--- config.mk ---
export PLATFORM = sky130hd
export DESIGN_NAME = tx_byte_buffer_flat
export DESIGN_NICKNAME = d
export VERILOG_FILES = /design/src/rtl/tx_byte_buffer_pkg.sv /design/src/rtl/tx_byte_buffer_if.sv /design/src/rtl/tx_byte_buffer_sync_fifo.sv /design/src/rtl/tx_byte_buffer.sv /design/src/flat_wrapper.sv
export SDC_FILE = /design/constraint.sdc
export NUM_CORES = 1
export LEC_CHECK = 0
export ABC_AREA = 1
export CAP_MARGIN = 0
export CORE_ASPECT_RATIO = 1.2
export CORE_MARGIN = 1.5
export CORE_UTILIZATION = 50
export DETAILED_ROUTE_END_ITERATION = 7
export HOLD_SLACK_MARGIN = 0.05
export PLACE_DENSITY = 0.81
export SYNTH_ARGS = -nofsm -noshare
export SYNTH_HDL_FRONTEND = slang
export SYNTH_HIERARCHICAL = 1
export SYNTH_SLANG_ARGS = --single-unit
--- constraint.sdc ---
create_clock -name clk -period 2.2 [get_ports clk]
set_input_delay 0.44 -clock clk [delete_from_list [all_inputs] [get_ports clk]]
set_output_delay 0.44 -clock clk [all_outputs]
set_load 0.03 [all_outputs]
--- src/rtl/tx_byte_buffer_pkg.sv ---
// Shared definitions for the UART transmit byte buffer: byte width and
// sequencer state encoding.
package tx_byte_buffer_pkg;

  localparam int unsigned WIDTH = 8;

  typedef enum logic [1:0] {
    IDLE    = 2'd0,
    HOLD    = 2'd1,
    WAIT_HI = 2'd2,
    WAIT_LO = 2'd3
  } tx_state_e;

endpackage

--- src/rtl/tx_byte_buffer_if.sv ---
// Bus between sys_control / UART TX side and tx_byte_buffer.
// The master drives pushes and the synchronized busy flag; the slave is the buffer.
interface tx_byte_buffer_if
  import tx_byte_buffer_pkg::*;
#(
  parameter int unsigned DEPTH = 8
) ();

  logic                   wr_valid_in;
  logic [WIDTH-1:0]       wr_data_in;
  logic                   busy_in;
  logic                   tx_valid_out;
  logic [WIDTH-1:0]       tx_data_out;
  logic                   full_out;
  logic                   empty_out;
  logic [$clog2(DEPTH):0] count_out;
  logic                   overflow_out;
  logic                   timeout_out;

  modport master (
    output wr_valid_in, wr_data_in, busy_in,
    input  tx_valid_out, tx_data_out, full_out, empty_out, count_out,
           overflow_out, timeout_out
  );

  modport slave (
    input  wr_valid_in, wr_data_in, busy_in,
    output tx_valid_out, tx_data_out, full_out, empty_out, count_out,
           overflow_out, timeout_out
  );

endinterface

--- src/rtl/tx_byte_buffer_sync_fifo.sv ---
// Single-clock circular byte FIFO with occupancy count and a registered
// overflow pulse for pushes rejected while full.
module sync_fifo
  import tx_byte_buffer_pkg::*;
#(
  parameter int unsigned DEPTH = 8
) (
  input  logic                   clk,
  input  logic                   rst_n,
  input  logic                   push_i,
  input  logic [WIDTH-1:0]       push_data_i,
  input  logic                   pop_i,
  output logic [WIDTH-1:0]       head_o,
  output logic                   full_o,
  output logic                   empty_o,
  output logic [$clog2(DEPTH):0] count_o,
  output logic                   overflow_o
);

  localparam int unsigned AW = $clog2(DEPTH);
  localparam int unsigned CW = AW + 1;
  localparam logic [CW-1:0] FULL_CNT = CW'(DEPTH);

  logic [WIDTH-1:0] mem_q [DEPTH];
  logic [AW-1:0]    wr_ptr_q, rd_ptr_q;
  logic [CW-1:0]    count_q, count_d;
  logic             overflow_q;
  logic             do_push, do_pop;

  assign full_o     = (count_q == FULL_CNT);
  assign empty_o    = (count_q == '0);
  assign count_o    = count_q;
  assign overflow_o = overflow_q;
  assign head_o     = mem_q[rd_ptr_q];

  // Full is judged on pre-edge occupancy, so a same-edge pop never frees room.
  assign do_push = push_i && !full_o;
  assign do_pop  = pop_i && !empty_o;

  always_comb begin
    count_d = count_q;
    case ({do_push, do_pop})
      2'b10:   count_d = count_q + 1'b1;
      2'b01:   count_d = count_q - 1'b1;
      default: count_d = count_q;
    endcase
  end

  always_ff @(posedge clk) begin
    if (do_push) begin
      mem_q[wr_ptr_q] <= push_data_i;
    end
  end

  always_ff @(posedge clk or negedge rst_n) begin
    if (!rst_n) begin
      wr_ptr_q   <= '0;
      rd_ptr_q   <= '0;
      count_q    <= '0;
      overflow_q <= 1'b0;
    end else begin
      if (do_push) wr_ptr_q <= wr_ptr_q + 1'b1;
      if (do_pop)  rd_ptr_q <= rd_ptr_q + 1'b1;
      count_q    <= count_d;
      overflow_q <= push_i && full_o;
    end
  end

endmodule

--- src/rtl/tx_byte_buffer.sv ---
// Byte FIFO plus transmit sequencer: issues one byte as a stretched valid,
// then paces the next byte on the synchronized UART TX busy handshake.
module tx_byte_buffer
  import tx_byte_buffer_pkg::*;
#(
  parameter int unsigned DEPTH       = 8,
  parameter int unsigned HOLD_CYCLES = 4,
  parameter int unsigned TIMEOUT     = 1024
) (
  input  logic             clk,
  input  logic             reset_n,
  tx_byte_buffer_if.slave  bus
);

  localparam int unsigned HW = $clog2(HOLD_CYCLES) + 1;
  localparam logic [HW-1:0] HOLD_LOAD = HW'(HOLD_CYCLES - 1);
  localparam logic [15:0]   TMO_LOAD  = 16'(TIMEOUT - 1);

  tx_state_e        state_q, state_d;
  logic [HW-1:0]    hold_q, hold_d;
  logic [15:0]      tmo_q, tmo_d;
  logic [WIDTH-1:0] data_q, data_d;
  logic             valid_q;
  logic             tmo_pulse_q, tmo_pulse_d;
  logic             pop;
  logic             fifo_empty;
  logic [WIDTH-1:0] fifo_head;

  sync_fifo #(.DEPTH(DEPTH)) u_fifo (
    .clk         (clk),
    .rst_n       (reset_n),
    .push_i      (bus.wr_valid_in),
    .push_data_i (bus.wr_data_in),
    .pop_i       (pop),
    .head_o      (fifo_head),
    .full_o      (bus.full_out),
    .empty_o     (fifo_empty),
    .count_o     (bus.count_out),
    .overflow_o  (bus.overflow_out)
  );

  assign bus.empty_out    = fifo_empty;
  assign bus.tx_valid_out = valid_q;
  assign bus.tx_data_out  = data_q;
  assign bus.timeout_out  = tmo_pulse_q;

  always_comb begin
    state_d     = state_q;
    hold_d      = hold_q;
    tmo_d       = tmo_q;
    data_d      = data_q;
    pop         = 1'b0;
    tmo_pulse_d = 1'b0;
    case (state_q)
      IDLE: begin
        if (!fifo_empty) begin
          pop     = 1'b1;
          data_d  = fifo_head;
          hold_d  = HOLD_LOAD;
          state_d = HOLD;
        end
      end
      HOLD: begin
        if (hold_q == '0) begin
          tmo_d   = TMO_LOAD;
          state_d = WAIT_HI;
        end else begin
          hold_d = hold_q - 1'b1;
        end
      end
      WAIT_HI: begin
        // Busy already high on entry is accepted as the rise.
        if (bus.busy_in) begin
          state_d = WAIT_LO;
        end else if (tmo_q == '0) begin
          tmo_pulse_d = 1'b1;
          state_d     = IDLE;
        end else begin
          tmo_d = tmo_q - 1'b1;
        end
      end
      WAIT_LO: begin
        if (!bus.busy_in) state_d = IDLE;
      end
      default: state_d = IDLE;
    endcase
  end

  always_ff @(posedge clk or negedge reset_n) begin
    if (!reset_n) begin
      state_q     <= IDLE;
      hold_q      <= '0;
      tmo_q       <= '0;
      data_q      <= '0;
      valid_q     <= 1'b0;
      tmo_pulse_q <= 1'b0;
    end else begin
      state_q     <= state_d;
      hold_q      <= hold_d;
      tmo_q       <= tmo_d;
      data_q      <= data_d;
      valid_q     <= (state_d == HOLD);
      tmo_pulse_q <= tmo_pulse_d;
    end
  end

endmodule

--- src/flat_wrapper.sv ---
// flat-port wrapper written by rule: the top's interface ports become plain ports
module tx_byte_buffer_flat import tx_byte_buffer_pkg::*;
#(
  parameter int unsigned DEPTH       = 8,
  parameter int unsigned HOLD_CYCLES = 4,
  parameter int unsigned TIMEOUT     = 1024
)
  (clk, reset_n, bus_wr_valid_in, bus_wr_data_in, bus_busy_in, bus_tx_valid_out, bus_tx_data_out, bus_full_out, bus_empty_out, bus_count_out, bus_overflow_out, bus_timeout_out);
  tx_byte_buffer_if #(.DEPTH(DEPTH)) bus_i ();
  input  logic clk;
  input  logic reset_n;
  input wire logic [$bits(bus_i.wr_valid_in)-1:0] bus_wr_valid_in;
  input wire logic [$bits(bus_i.wr_data_in)-1:0] bus_wr_data_in;
  input wire logic [$bits(bus_i.busy_in)-1:0] bus_busy_in;
  output wire logic [$bits(bus_i.tx_valid_out)-1:0] bus_tx_valid_out;
  output wire logic [$bits(bus_i.tx_data_out)-1:0] bus_tx_data_out;
  output wire logic [$bits(bus_i.full_out)-1:0] bus_full_out;
  output wire logic [$bits(bus_i.empty_out)-1:0] bus_empty_out;
  output wire logic [$bits(bus_i.count_out)-1:0] bus_count_out;
  output wire logic [$bits(bus_i.overflow_out)-1:0] bus_overflow_out;
  output wire logic [$bits(bus_i.timeout_out)-1:0] bus_timeout_out;
  assign bus_i.wr_valid_in = bus_wr_valid_in;
  assign bus_i.wr_data_in = bus_wr_data_in;
  assign bus_i.busy_in = bus_busy_in;
  assign bus_tx_valid_out = bus_i.tx_valid_out;
  assign bus_tx_data_out = bus_i.tx_data_out;
  assign bus_full_out = bus_i.full_out;
  assign bus_empty_out = bus_i.empty_out;
  assign bus_count_out = bus_i.count_out;
  assign bus_overflow_out = bus_i.overflow_out;
  assign bus_timeout_out = bus_i.timeout_out;
  tx_byte_buffer #(.DEPTH(DEPTH), .HOLD_CYCLES(HOLD_CYCLES), .TIMEOUT(TIMEOUT)) u_core (.clk(clk), .reset_n(reset_n), .bus(bus_i));
endmodule
==> out/metrics.cfg <==
[outcome]
outcome=complete, no violations

[yosys]
synth_top_family_by_area=simple AND/OR/NAND/NOR gates
yosysSeqAreaShare=0.5770
synthCells=590
yosysMostFrequentCell=nand2_1
synth_area_leader_cell=edfxtp_1
synthArstFlopShare=0.3962
synth_top_area_share=0.3730
yosys-top-cells-area=edfxtp_1 (37%), dfrtp_1 (20%), nand2_1 (15%), nor2_1 (6.5%), inv_1 (5.3%)
synth-xor-area-share=0.01190
ys_types=29
muxShareOfSynthArea=0
synthSimpleGateAreaFrac=0.2780
yosys_warnings=6
ys.flop_type=edfxtp_1
syn_area_mm2=0.005152
yosys-top-cells-count=nand2_1 (204), nor2_1 (89), inv_1 (73)
synth_edf_count=64
synth_compound_area_frac=0.03108
yosys_register_bits=106
syn_avg_cell_area_um2=8.733
synth_fa_ha_area_frac=0.02331
syn_nets=611

[cts]
path_clk_slew_ns=0.08
worstSkewPairLatency_ns=0.35
clockRootBuffer=clkbuf_16
cts_made_buffers=9
clkSinkCount=106
clockBufferDepth=2
cts_max_level=3
cts_tree=done

[drt]
routed_wl_um=9846
dr.pass1.iters=4
via_count=3746
ant_nets=0
vias_per_cell=4.910
route.detailed.drc=0
drt_iter0_markers=231
wire_per_inst_um=12.90

[floorplanning]
io-pin-count=29
die_w_um=95.67
fp.dieH_um=114.2
num_rows=40
fp.dieArea_mm2=0.01093
core_area_mm2=0.01001
initial_core_util=0.5148

[global_routing]
antenna_found_initial=0
grt_util_all_layers=0.1881
grt_max_degree=67
first_global_vias=3525
grt_overflow=0
grt_pass1_wl_um=15860

[critical_path]
cp-start-kind=register
reg2regPathDepth=13
crit_required_ns=2.44
slowest_delay_ns=0.45
cp_data_arrival_time_ns=2.40
path_max_fanout=5
r2r_end=u_core/u_fifo/count_o[3]
cp-end-kind=register
reg2reg_slack_ns=0.04
cp_common_cell=nand2_1
worstReg2RegStart=u_core/u_fifo/count_o[2]
crit_chain=inv_1 -> nand3_4 -> inv_4 -> nor2_4 -> nand2_2 -> inv_1 -> ha_4 -> ha_4 -> or2_2 -> nand2_1 -> nand2_1 -> nand3_1 -> nand2_1
worst_path_max_delay_cell=dfrtp_2
critPathKind=register to register

[power_and_ir_drop]
power_density_mw_per_mm2=1308
finalPower_mw=7.802
irDropWorstVdd_mv=0.6509
leakage_nw=2.719

[job]
max_cap_violations=0

[layout]
drive_above_1_share=0.1036
finalInstanceArea_mm2=0.005966
diodes=0
syn2layout_area_growth_pct=15.78
num-fill-cells=812
nets=653
fin_util=0.5960

[sta]
tightest_slew_ns=0.4115
tns_ns=0
final.min_clock_period_ns=2.163
setup-violations-final=0
clock_skew_ns=0.009892
maxSlewViolCount=0
hold_violations=0
slew_headroom=0.7254
fmax_ghz=0.4624
holdWs_ns=0.4856
period_share=0.9831

[min_path]
holdCritStartpoint=u_core/bus.tx_data_out[4]
min_path_cells=2
holdPathEnd=u_core/bus.tx_data_out[4]
worstHoldPathType=register to register

[placement]
gp_congestion=0.9475
io_buffers=28
placed_area_mm2=0.005608
hpwl_um=6795

[cells in the final DEF, fill, tap and decap left out, drive strengths merged]
cell	instances
nand3	29
buf	19
clkbuf	9
o21ai	25
nand4	3
or2	1
xor2	3
clkdlybuf4s50	25
dlygate4sd3	1
ha	8
inv	81
xnor2	4
a21oi	2
edfxtp	64
dlygate4sd2	2
nor3	9
a31oi	1
fa	1
nand2	209
clkinvlp	1
dfrtp	42
nor2	98
[state kept, by name, indices dropped and copies added, names as in the netlist]
name	flops
u_core/bus.tx_data_out	8
u_core/u_fifo/mem_q	64
u_core/u_fifo/rd_ptr_q	3
u_core/u_fifo/wr_ptr_q	3
u_core/bus.tx_valid_out	1
u_core/u_fifo/overflow_o	1
u_core/tmo_q	16
u_core/hold_q	3
u_core/state_q	2
u_core/bus.timeout_out	1
u_core/u_fifo/count_o	4
[metrics by stage]
step | std cells | setup WS (ns)
global route | 763 | -0.05232
floorplan | 590 | 0.03380
finish | 763 | 0.03724
global placement | 742 | 0.04942
detailed placement | 742 | -0.02556
CTS | 760 | 0.02834
[cell type report]
| cell class | count | area, um^2 | area share |
|---|---|---|---|
| sequential | 106 | 2979 | 0.4994 |
| multi-input combinational | 393 | 1824 | 0.3058 |
| timing repair buffer | 47 | 430.4 | 0.07215 |
| inverter | 75 | 284.0 | 0.04761 |
| clock buffer | 9 | 225.2 | 0.03775 |
| tap | 126 | 157.7 | 0.02643 |
| clock inverter | 7 | 65.06 | 0.01091 |
[timing repair]
| action | CTS | global route |
|---|---|---|
| endpoints found under the hold margin | 16 | 0 |
| buffers inserted | 1 | 3 |
| hold buffers | 1 | 0 |
| gates resized for setup | 2 | 3 |
| pin swaps | 1 | 1 |
| setup endpoints to repair | 3 | 1 |
[worst max-delay path by stage]
stage                                          end                startpoint  depth (start not counted)  slack (ns)
after floorplan           u_core/u_fifo/count_o[3]  u_core/u_fifo/count_o[0]                         13        0.03
after global placement    u_core/u_fifo/count_o[3]           bus_wr_valid_in                          9        0.05
after detailed placement  u_core/u_fifo/count_o[3]  u_core/u_fifo/count_o[2]                         13       -0.03
after CTS                 u_core/u_fifo/count_o[3]  u_core/u_fifo/count_o[0]                         13        0.03
after global routing      u_core/u_fifo/count_o[3]  u_core/u_fifo/count_o[2]                         13       -0.05
final                     u_core/u_fifo/count_o[3]  u_core/u_fifo/count_o[2]                         13        0.04
[logic make-up (layout without fill, tap and decap cells)]
kind of cell / count (synthesis) / after routing
XOR/XNOR: 7 / 7
AO/OA/AOI/OAI: 28 / 28
adder cells (fa/ha/maj): 9 / 9
AND/OR/NAND/NOR: 349 / 349
flip-flops: 106 / 106
buffers and inverters: 91 / 138
[worst max-delay path, delay by kind of cell (launching register included)]
| kind | cells | cell delay, ns |
|---|---|---|
| adder cells (fa/ha/maj) | 2 | 0.40 |
| buffers and inverters | 3 | 0.32 |
| flip-flops | 1 | 0.45 |
| AND/OR/NAND/NOR | 8 | 0.86 |
[layer usage]
layer | up-vias | GRT usage | part of all wire
met2 | 77 | 0.3380 | 0.53
met1 | 1731 | 0.2187 | 0.42
li1 | 1924 | - | -
met3 | 14 | 0.03918 | 0.039
met4 | 0 | 0.06471 | 0.017
met5 | - | 0 | 0
[report_power, final]
| part | internal, mW | switching [mW] |
|---|---|---|
| logic | 1.20 | 2.12 |
| clock network | 0.800 | 0.764 |
| registers | 2.60 | 0.314 |
| total | 4.61 | 3.19 |
Power figures use the tool's default switching activity.
==> RTL edit: new RTL, same settings <==
`TIMEOUT` is set to 1024 in 2 places; all go to 512.
--- a/src/rtl/tx_byte_buffer.sv
+++ b/src/rtl/tx_byte_buffer.sv
@@ -5,7 +5,7 @@
 #(
   parameter int unsigned DEPTH       = 8,
   parameter int unsigned HOLD_CYCLES = 4,
-  parameter int unsigned TIMEOUT     = 1024
+  parameter int unsigned TIMEOUT     = 512
 ) (
   input  logic             clk,
   input  logic             reset_n,
--- a/src/flat_wrapper.sv
+++ b/src/flat_wrapper.sv
@@ -3,7 +3,7 @@
 #(
   parameter int unsigned DEPTH       = 8,
   parameter int unsigned HOLD_CYCLES = 4,
-  parameter int unsigned TIMEOUT     = 1024
+  parameter int unsigned TIMEOUT     = 512
 )
   (clk, reset_n, bus_wr_valid_in, bus_wr_data_in, bus_busy_in, bus_tx_valid_out, bus_tx_data_out, bus_full_out, bus_empty_out, bus_count_out, bus_overflow_out, bus_timeout_out);
   tx_byte_buffer_if #(.DEPTH(DEPTH)) bus_i ();
Function: same outputs for any inputs over 10 cycles, from zero or initial values and one cycle with reset_n low; that may be too few to reach the edited logic, so the function may still have changed.
==> RTL edit against the unedited design <==
- total power decreased by 1.4%
- clock skew decreased by 0.0025 ns
- setup slack gained 0.10 ns
- sequential cell count did not move
- sequential share of layout area up 0.48 points
- routed wire length is 0.87% lower
- design area fell by 0.94%
- area after synthesis is 0.87% lower
- clock power rose by 8%
==> RTL edit: results (changes against the unedited design) <==
metric;value;unit;change
status;completed;;unchanged
Post-Route WL;9.76;mm;was 9.85 mm
Sw Share;39.6;%;was 40.9%
WL met3;383;um;was 380 um
CP Launch Point;u_core/u_fifo/count_o[0]$_DFFE_PN0P_;;was u_core/u_fifo/count_o[2]$_DFFE_PN0P_
area share of buffers outside the clock network;6.86;%;was 7.21%
DR WL met2;5.16;mm;was 5.17 mm
Metal-1 WL;4.10;mm;was 4.12 mm
non-filler cells, final;756;;was 763
Clock power frac;21.9;%;was 20.1%
Multi-input comb cells;389;;was 393
Avg Inst Size Synth;8.75;um^2;was 8.73 um^2
clock skew;0.00742;ns;was 0.00989 ns
Root Driver;clkbuf_16;;unchanged
worst slack, placed;0.0274;ns;was -0.0256 ns
share of layout cells above drive strength 1;9.37;%;was 10.4%
Pleak;2.74;nW;was 2.72 nW
global-route wire length before repair;16.7;mm;was 15.9 mm
ClkCell Share;5.34;%;was 4.87%
met3 Use GR;3.60;%;was 3.92%
R2R Setup Slk;0.14;ns;was 0.04 ns
PortBufs;28;;unchanged
total number of vias;3718;;was 3746
area of the multi-input gates;1770;um^2;was 1820 um^2
sequential element share of the synthesized area;58.2;%;was 57.7%
Synthesized Nets;605;;was 611
VDD IR max;671;uV;was 651 uV
GPL Wtd Cong;0.833;;was 0.948
DR iter-0 viols;268;;was 231
DR pass1 iterations;5;;was 4
Hold WC Path Type;in2async;;was reg2reg
Worst EP arrival;2.30;ns;was 2.40 ns
main area contributors after synthesis;edfxtp_1, dfrtp_1, nand2_1;;unchanged
vias in the first global route;3635;;was 3525
DPL Wire Length;7.11;mm;was 6.80 mm
met2 GRT Util;34.5;%;was 33.8%
Cells after DPL;740;;was 742
Yosys reg bits;106;;unchanged
nets;646;;was 653
GRT Total Usage;20.2;%;was 18.8%
slew margin rel.;52.5;%;was 72.5%
final critical-path share of the clock period;93.6;%;was 98.3%
# fillers;821;;was 812
==> RTL edit: changes by cell type in the layout (fill, tap and decap cells not counted), moves of 2 or more <==
cell,delta
nand2_1,-2
o21ai_2,-2
buf_4,-2
nor2_1,+4
nand3_1,-6
ha_4,-2
o21ai_0,+5
o21ai_1,-6
==> RTL edit: stage by stage <==
stage	utilization [%]	cell area (um^2)	total power, mW	hold WS [ns]
floorplan	-	5130	5.17	0.144
global placement	56.2	5600	5.87	0.495
detailed placement	56.2	5600	6.05	0.493
CTS	59.3	5910	7.74	0.159
global route	59.3	5910	8.31	0.194
finish	59.3	5910	7.69	0.141
==> RTL edit: logic make-up after synthesis <==
kind of cell | Yosys count | share of synthesized area, %
buf+inv | 89 | 7.57
compound gates | 25 | 2.69
flops | 106 | 58.2
fa+ha+maj | 9 | 2.35
simple gates | 346 | 27.6
xor+xnor | 9 | 1.54
==> RTL edit: repair_timing <==
item | 4_1_cts | 5_1_grt
endpoints found under the setup margin | 2 | 0
setup buffers | 0 | 0
resized for setup | 2 | 0
